## config.mk

```make
export PLATFORM = sky130hd
export DESIGN_NAME = tsc_leak_decoder
export DESIGN_NICKNAME = d
export VERILOG_FILES = /design/src/rtl/tsc_leak_decoder.sv
export SDC_FILE = /design/constraint.sdc
export NUM_CORES = 1
export LEC_CHECK = 0
export ABC_AREA = 1
export CAP_MARGIN = 5
export CORE_MARGIN = 2
export CORE_UTILIZATION = 55
export DETAILED_ROUTE_END_ITERATION = 7
export PLACE_DENSITY_LB_ADDON = 0.15
export SLEW_MARGIN = 15
export SYNTH_ARGS = -nofsm -noshare
export SYNTH_HDL_FRONTEND = slang
export SYNTH_SLANG_ARGS = --single-unit
```

## constraint.sdc

```tcl
create_clock -name clk -period 14.95 [get_ports clk]
set_input_delay 3.7375 -clock clk [delete_from_list [all_inputs] [get_ports clk]]
set_output_delay 3.7375 -clock clk [all_outputs]
set_load 0.01 [all_outputs]
```

## src/rtl/tsc_leak_decoder.sv

```systemverilog
// tsc_leak_decoder: receive side of the key-leakage channel.
// Each 64-bit sample carries one modulated bit per byte lane. The lane value
// is majority-voted, descrambled against a replica 20-bit LFSR, and counted as
// a +1/-1 vote per key bit over WINDOW accepted samples. The recovered key byte
// is then offered on a valid/ready handshake.
// Optional build macro TSC_DEC_LANE_ERR_EN enables the non-unanimous-sample
// counter on lane_err_cnt; without it the output is tied to zero.
module tsc_leak_decoder #(
  parameter int WINDOW = 256,
  parameter int ACC_W  = $clog2(WINDOW) + 2
) (
  input  logic         clk,
  input  logic         rst,
  input  logic         arm,
  input  logic [127:0] data,
  input  logic [63:0]  load_in,
  input  logic         load_vld,
  output logic [7:0]   key_est,
  output logic         key_vld,
  input  logic         key_rdy,
  output logic         busy,
  output logic [15:0]  lane_err_cnt
);

  localparam int CNT_W = $clog2(WINDOW);
  localparam logic signed [ACC_W-1:0] VOTE_UP = ACC_W'(1);
  localparam logic signed [ACC_W-1:0] VOTE_DN = ACC_W'(-1);

  typedef enum logic [1:0] {S_IDLE, S_ACCUM, S_DONE} state_t;

  state_t                   state_q, state_d;
  logic [19:0]              lfsr_q, lfsr_d;
  logic signed [ACC_W-1:0]  acc_q [8];
  logic signed [ACC_W-1:0]  acc_d [8];
  logic [CNT_W-1:0]         cnt_q, cnt_d;
  logic [7:0]               key_q, key_d;
  logic [7:0]               demod;
  logic                     take, last;

  // Only the seed bits of the plaintext matter here.
  logic unused_data;
  assign unused_data = ^data[127:20];

  // Majority vote of one byte lane: five or more ones reads as a 1.
  function automatic logic lane_bit(input logic [7:0] lane);
    logic [3:0] ones;
    ones = '0;
    for (int j = 0; j < 8; j++) ones = ones + {3'b000, lane[j]};
    return ones >= 4'd5;
  endfunction

  function automatic logic [19:0] lfsr_step(input logic [19:0] s);
    return {s[18:0], s[19] ^ s[16]};
  endfunction

  // An all-zero LFSR would lock up, so a zero seed is forced to 1.
  function automatic logic [19:0] seed_fix(input logic [19:0] s);
    return (s == 20'h0) ? 20'h00001 : s;
  endfunction

  // Arm always wins over a coincident sample or handshake.
  assign take = (state_q == S_ACCUM) && load_vld && !arm;
  assign last = take && (cnt_q == CNT_W'(WINDOW - 1));

  // Descramble each lane with the LFSR state from before this sample's step.
  always_comb begin
    demod = '0;
    for (int i = 0; i < 8; i++) demod[i] = lane_bit(load_in[8*i +: 8]) ^ lfsr_q[i];
  end

  // State register.
  always_ff @(posedge clk) begin
    if (rst) state_q <= S_IDLE;
    else     state_q <= state_d;
  end

  // Next-state logic.
  always_comb begin
    state_d = state_q;
    if (arm) begin
      state_d = S_ACCUM;
    end else begin
      case (state_q)
        S_ACCUM: if (last)    state_d = S_DONE;
        S_DONE:  if (key_rdy) state_d = S_IDLE;
        default: state_d = state_q;
      endcase
    end
  end

  // Status outputs decoded from the registered state only.
  always_comb begin
    busy    = (state_q == S_ACCUM);
    key_vld = (state_q == S_DONE);
  end

  // Datapath next values: reseed on arm, vote and step on each accepted sample.
  always_comb begin
    lfsr_d = lfsr_q;
    cnt_d  = cnt_q;
    key_d  = key_q;
    for (int i = 0; i < 8; i++) acc_d[i] = acc_q[i];
    if (arm) begin
      lfsr_d = seed_fix(data[19:0]);
      cnt_d  = '0;
      for (int i = 0; i < 8; i++) acc_d[i] = '0;
    end else if (take) begin
      lfsr_d = lfsr_step(lfsr_q);
      cnt_d  = cnt_q + CNT_W'(1);
      for (int i = 0; i < 8; i++) acc_d[i] = acc_q[i] + (demod[i] ? VOTE_UP : VOTE_DN);
      if (last) begin
        // A tied vote resolves to 0.
        for (int i = 0; i < 8; i++) key_d[i] = (acc_d[i] > 0);
      end
    end
  end

  // Datapath registers.
  always_ff @(posedge clk) begin
    if (rst) begin
      lfsr_q <= 20'h00001;
      cnt_q  <= '0;
      key_q  <= '0;
      for (int i = 0; i < 8; i++) acc_q[i] <= '0;
    end else begin
      lfsr_q <= lfsr_d;
      cnt_q  <= cnt_d;
      key_q  <= key_d;
      for (int i = 0; i < 8; i++) acc_q[i] <= acc_d[i];
    end
  end

  assign key_est = key_q;

`ifdef TSC_DEC_LANE_ERR_EN
  logic [15:0] err_q;
  logic        mixed;

  function automatic logic [15:0] sat_inc16(input logic [15:0] v);
    return (v == 16'hFFFF) ? v : v + 16'd1;
  endfunction

  // A sample is suspect when any lane is not a clean 00/FF.
  always_comb begin
    mixed = 1'b0;
    for (int i = 0; i < 8; i++)
      if ((load_in[8*i +: 8] != 8'h00) && (load_in[8*i +: 8] != 8'hFF)) mixed = 1'b1;
  end

  // Saturating count of suspect samples within the current estimate.
  always_ff @(posedge clk) begin
    if (rst || arm)           err_q <= '0;
    else if (take && mixed)   err_q <= sat_inc16(err_q);
  end

  assign lane_err_cnt = err_q;
`else
  assign lane_err_cnt = 16'h0000;
`endif

endmodule
```

After elaboration in Yosys (flattened, before gate mapping) --
Memory sizes are Yosys's and may differ from the RTL's. Cells that the tools add are included.
Storage, ports and cells: register bits after elaboration 38, RAM bits 80, input port bits 197, output and inout port bits 26, word-level logic and storage cells 152, memories kept 1
Cells by class: $add $sub $neg 65, magnitude comparators 16, eq/ne operators 7, multiplexer cells 28, bitwise operators 18, reductions and logical operators 12
Memory list:
- acc_q | depth 8, width 10, read ports 8, clocked after Yosys merged registers in 0, write ports 8, RTL line 33 | logic signed [ACC_W-1:0] acc_q [8];
Operators by type and width (count):
- 2-to-1 mux 10 bit | 16
- 2-to-1 mux 80 bit | 2
- adder 4 x 1 -> 4 bit | 32
- adder 10 bit | 8
- > comparator 10 x 1 -> 1 bit, second input constant | 8
- 2-to-1 mux 20 bit | 3
- adder 3 x 1 -> 4 bit | 8
- >= comparator 4 x 3 -> 1 bit, second input constant | 8
- adder 2 x 1 -> 3 bit | 8
- zero test 20 bit | 1
- adder 1 x 1 -> 2 bit | 8
- AND reduction 3 bit | 3
- bitwise XOR 1 bit | 9
- adder 8 x 1 -> 8 bit, second input constant | 1
- equality test 8 bit, second input constant | 1
- OR 1 bit | 8
- inequality test 3 x 2 -> 1 bit, second input constant | 2
- 2-to-1 mux 1 bit | 4
- 2-to-1 mux 2 bit | 2
- inequality test 2 x 1 -> 1 bit, second input constant | 2
- one-hot mux 2 bit (2 select lines) | 1
- nonzero test 2 bit | 2
- logical AND 1 bit | 3
- nonzero test 3 bit | 1
- other kinds (5) | 5

Depth between registers and ports, before layout --
depth in word-level cells 14, depth in mapped cells 30

Worst setup path after synthesis --
Ideal clock, no wire load.
kind input to register, from input port load_in[0], to register key_q[0], in the netlist key_est[0], setup time 131 ps, arrival 7363 ps, data required time 14819 ps, setup slack 7456 ps, stages 23, buffers on the path 1, cell sequence inv_1 > fa_1 > fa_1 > fa_1 > inv_1 > ha_1 > inv_1 > fa_1 > nand2_1 > nand3_4 > nand3_4 > nand2_4 > buf_12 > ha_1 > inv_1 > a311oi_1 > nor2_1 > nand3_1 > nand2_1 > nand2_1 > nor2_1 > nand2_1 > a21oi_2
Between the ends: word-level cells in the longest chain between the ends 12
Ends and longest elaborated chain:
- from (decl) | RTL line 16 | input logic [63:0] load_in,
- adder 1 x 1 -> 2 bit | RTL line 48 | for (int j = 0; j < 8; j++) ones = ones + {3'b000, lane[j]};
- adder 2 x 1 -> 3 bit | RTL line 48
- adder 3 x 1 -> 4 bit | RTL line 48
- adder 4 x 1 -> 4 bit (4 in series) | RTL line 48
- >= comparator 4 x 3 -> 1 bit | RTL line 49 | return ones >= 4'd5;
- bitwise XOR 1 bit | RTL line 68 | for (int i = 0; i < 8; i++) demod[i] = lane_bit(load_in[8*i +: 8]) ^ lfsr_q[i];
- 2-to-1 mux 10 bit | RTL line 110 | for (int i = 0; i < 8; i++) acc_d[i] = acc_q[i] + (demod[i] ? VOTE_UP : VOTE_DN);
- adder 10 bit | RTL line 110
- > comparator 10 x 1 -> 1 bit | RTL line 113 | for (int i = 0; i < 8; i++) key_d[i] = (acc_d[i] > 0);
- to (signal assigned) | RTL line 128 | key_q <= key_d;
- to (decl) | RTL line 36 | logic [7:0] key_q, key_d;
No other way between the ends. A chain may end at the register's enable or synchronous reset.

Final worst setup path --
from input port load_in[32], to register key_q[4], in the netlist key_est[4]
Same word-level chain as after synthesis.

==> impl_metrics.py <==
metrics = {
    "finish": {
        "fillCellCount": 1779,
        "multi_input_area_mm2": 0.006650,
        "layout_common_cells": "nand2_1 (513), inv_1 (368), nand3_1 (144), dfxtp_1 (118), clkdlybuf4s50_1 (98)",
        "area.growth.synth_to_final_pct": 16.22,
        "final_nets": 2068,
        "num_antenna_cells": 0,
        "layout_commonest_cell": "nand2_1",
        "post_route_cells_drive_above_1_share_pct": 7.127,
        "ff_latch_area_mm2": 0.002362,
        "stdcell_area_mm2": 0.01242,
    },
    "cts": {
        "cts.sinks": 118,
        "cts_root_buf": "clkbuf_16",
        "postCtsHoldBufs": 0,
        "cts_resized": 0,
        "cts_tree": "built",
        "clk-insertion-delay-late_ns": 0.42,
        "h_tree_levels": 4,
        "cts_buffers": 17,
        "cts_max_path_buffers": 2,
        "cts.reportedPaths.clkPinSlew_ns": 0.05,
        "post-cts-setup-buffers": 0,
    },
    "placed_design": {
        "finalWeightedCongestion": 0.9128,
        "hpwlAfterDp_mm": 18.08,
        "io_buffer_count": 98,
        "postPlaceCellArea_mm2": 0.01176,
    },
    "power_and_ir_drop": {
        "pwr-share-seq_pct": 21.8,
        "p_comb_share_pct": 48.4,
        "power.internal_mw": 0.8864,
        "worst_ir_drop_vdd_v": 0.00009333,
        "p_leak_nw": 6.537,
        "power_switching_mw": 0.6390,
        "power_density_mw_per_mm2": 122.9,
        "clock_power_share_pct": 29.8,
        "p_sw_share_pct": 41.89,
    },
    "worst_setup_path": {
        "end_kind": "flip-flop",
        "worstReg2RegEnd": "state_q[1]",
        "regToRegSetupSlack_ns": 12.20,
        "start_kind": "primary input",
        "critical_path_peak_fanout": 14,
        "cp.arrival_ns": 8.42,
        "worstPathRequired_ns": 15.24,
        "critPathSlowestCell": "fa_1",
        "cell_count_of_the_worst_reg_to_reg_path": 11,
        "timing.setup.critical_path_class": "primary input to flip-flop",
        "timing.rr.start": "state_q[1]",
        "crit_path_frequent_cell": "nand2_1",
        "max_stage_delay_ns": 0.55,
    },
    "status": {
        "outcome": "complete, no violations",
    },
    "floorplanning": {
        "core_region_area_mm2": 0.01889,
        "design.die.area_mm2": 0.02055,
        "floorplan.die.height_um": 143.4,
        "floorplan.io_pins": 223,
        "initial_utilization_pct": 56.54,
        "floorplan.rows": 50,
        "die_w_um": 143.4,
    },
    "synth": {
        "mappedNetlistArea_mm2": 0.01068,
        "yosys.area_share.adder_pct": 10.92,
        "yosys_warnings": 0,
        "synthXorXnorAreaFrac_pct": 1.476,
        "synth_compound_gate_area_share_pct": 13.63,
        "ys.flop_type": "dfxtp_1",
        "largest_family_of_logic_cells_by_synthesized_area": "simple AND/OR/NAND/NOR gates",
        "ys_types": 41,
        "ys_seq_elements": 118,
        "postSynthCellCount": 1719,
        "synth.avg_cell_area_um2": 6.215,
        "synth_enable_flop_cells": 0,
        "synth_async_sr_flop_share_pct": 0,
        "post_synth_mux_area_share_pct": 0,
        "post_synth_and_or_nand_nor_area_fraction_pct": 35.55,
        "ys_seq_area_share_pct": 22.11,
    },
    "grt": {
        "grt_pass1_vias": 9852,
        "gr-total-overflow": 0,
        "grt_antenna_before_repair": 0,
        "grt_usage_pct": 25.18,
        "grt_max_degree": 90,
        "grt_first_pass_wirelength_mm": 43.02,
    },
    "route": {
        "count_of_nets_left_with_antenna_violations_after_detail_routing": 0,
        "remaining_drc_errors": 0,
        "firstDrtPassIters": 5,
        "initialDrtViolationCount": 605,
        "route.detailed.vias_per_inst": 5.116,
        "postRouteWirelength_mm": 24.61,
        "avgRoutedWirePerCell_um": 11.89,
        "num_vias": 10590,
    },
    "sta": {
        "final_period_minus_worst_setup_slack_ns": 8.137,
        "finalMaxSlewViolations": 0,
        "timing.max_slew.rel_slack_pct": 32.02,
        "fin_tns_setup_ns": 0,
        "tightest_slew_ns": 1.016,
        "fmaxAchievable_ghz": 0.1229,
        "rsz0062_at_grt": "false",
        "finalCritPeriodShare_pct": 54.43,
        "hold_violations": 0,
        "final-setup-viol-count": 0,
        "fin_worst_skew_ns": 0.007862,
    },
    "worst_hold_path": {
        "worstHoldEndpoint": "key_est[6]",
        "hold_class": "flip-flop to flip-flop",
        "hold-path-cell-count": 2,
        "hold_wc_startpoint": "key_est[6]",
    },
    "run": {
        "maxCapViolCount": 0,
    },
}
[synthesized netlist by cell type, types with 33 or more instances]
library cell | instances | area [um^2]
nand2_2 | 44 | 275.3
ha_1 | 42 | 525.5
nand3_1 | 144 | 720.7
clkbuf_1 | 36 | 135.1
nand2_1 | 513 | 1926
o211ai_1 | 54 | 405.4
nor2_1 | 89 | 334.1
o21ai_0 | 55 | 275.3
a21oi_1 | 35 | 175.2
inv_1 | 368 | 1381
dfxtp_1 | 118 | 2362
o41ai_1 | 33 | 289.0
[power groups by stage]
| stage | combinational, mW | clock, mW | sequential [mW] |
|---|---|---|---|
| final | 0.738 | 0.454 | 0.333 |
| after global routing | 0.852 | 0.476 | 0.334 |
| after CTS | 0.738 | 0.462 | 0.333 |
| after detailed placement | 0.732 | 0 | 0.340 |
| after global placement | 0.719 | 0 | 0.340 |
| after floorplan | 0.614 | 0 | 0.337 |
[metal layers]
layer / up-vias / global-route usage (%) / routed length (um) / part of all wire [%]
met4: 0 / 5.831 / 295 / 1.2
met1: 4760 / 32.32 / 11360 / 46
met3: 30 / 4.865 / 1212 / 4.9
met2: 242 / 43.76 / 11740 / 48
li1: 5558 / - / - / -
met5: - / 0 / 0 / 0
[logic make-up after synthesis]
group / after synthesis
AND/OR/NAND/NOR: 852
buffers and inverters: 432
AO/OA/AOI/OAI: 224
flip-flops: 118
adder cells (fa/ha/maj): 74
XOR/XNOR: 18
other: 1
[state kept, by name, indices dropped and copies added (netlist names)]
name	count
acc_q	80
cnt_q	8
key_est	8
lfsr_q	20
state_q	2
[layout make-up]
type,count,area share (%)
sequential,118,19.03
multi-input combinational,1184,53.56
timing repair buffer,104,8.264
inverter,372,11.25
clock inverter,13,1.633
clock buffer,19,3.648
tap,260,2.620
[through the flow]
step	std cells	worst slack [ns]	hold slack (ns)	util (%)	total power [mW]
2_1_floorplan	1734	7.456	0.4477	-	0.9507
3_3_place_gp	2038	6.471	0.4555	62.25	1.058
3_5_place_dp	2038	6.425	0.4579	62.25	1.071
4_1_cts	2070	6.857	0.4666	65.72	1.533
5_1_grt	2070	6.489	0.4817	65.72	1.662
6_report	2070	6.813	0.4656	65.72	1.525
[critical path, delay by kind of cell]
kind	cells	cell delay, ns
simple gates	17	1.68
fa+ha+maj	6	2.21
compound gates	1	0.06
buf+inv	6	0.73
[worst max-delay path by stage]
stage | start | to | slack (ns)
6_report | load_in[32] | key_est[4] | 6.81
5_1_grt | load_in[32] | key_est[4] | 6.49
4_1_cts | load_in[32] | key_est[4] | 6.86
3_5_place_dp | load_in[32] | key_est[4] | 6.43
3_3_place_gp | load_in[32] | key_est[4] | 6.47
2_1_floorplan | load_in[0] | key_est[0] | 7.46
(Power assumes the default switching activity.)
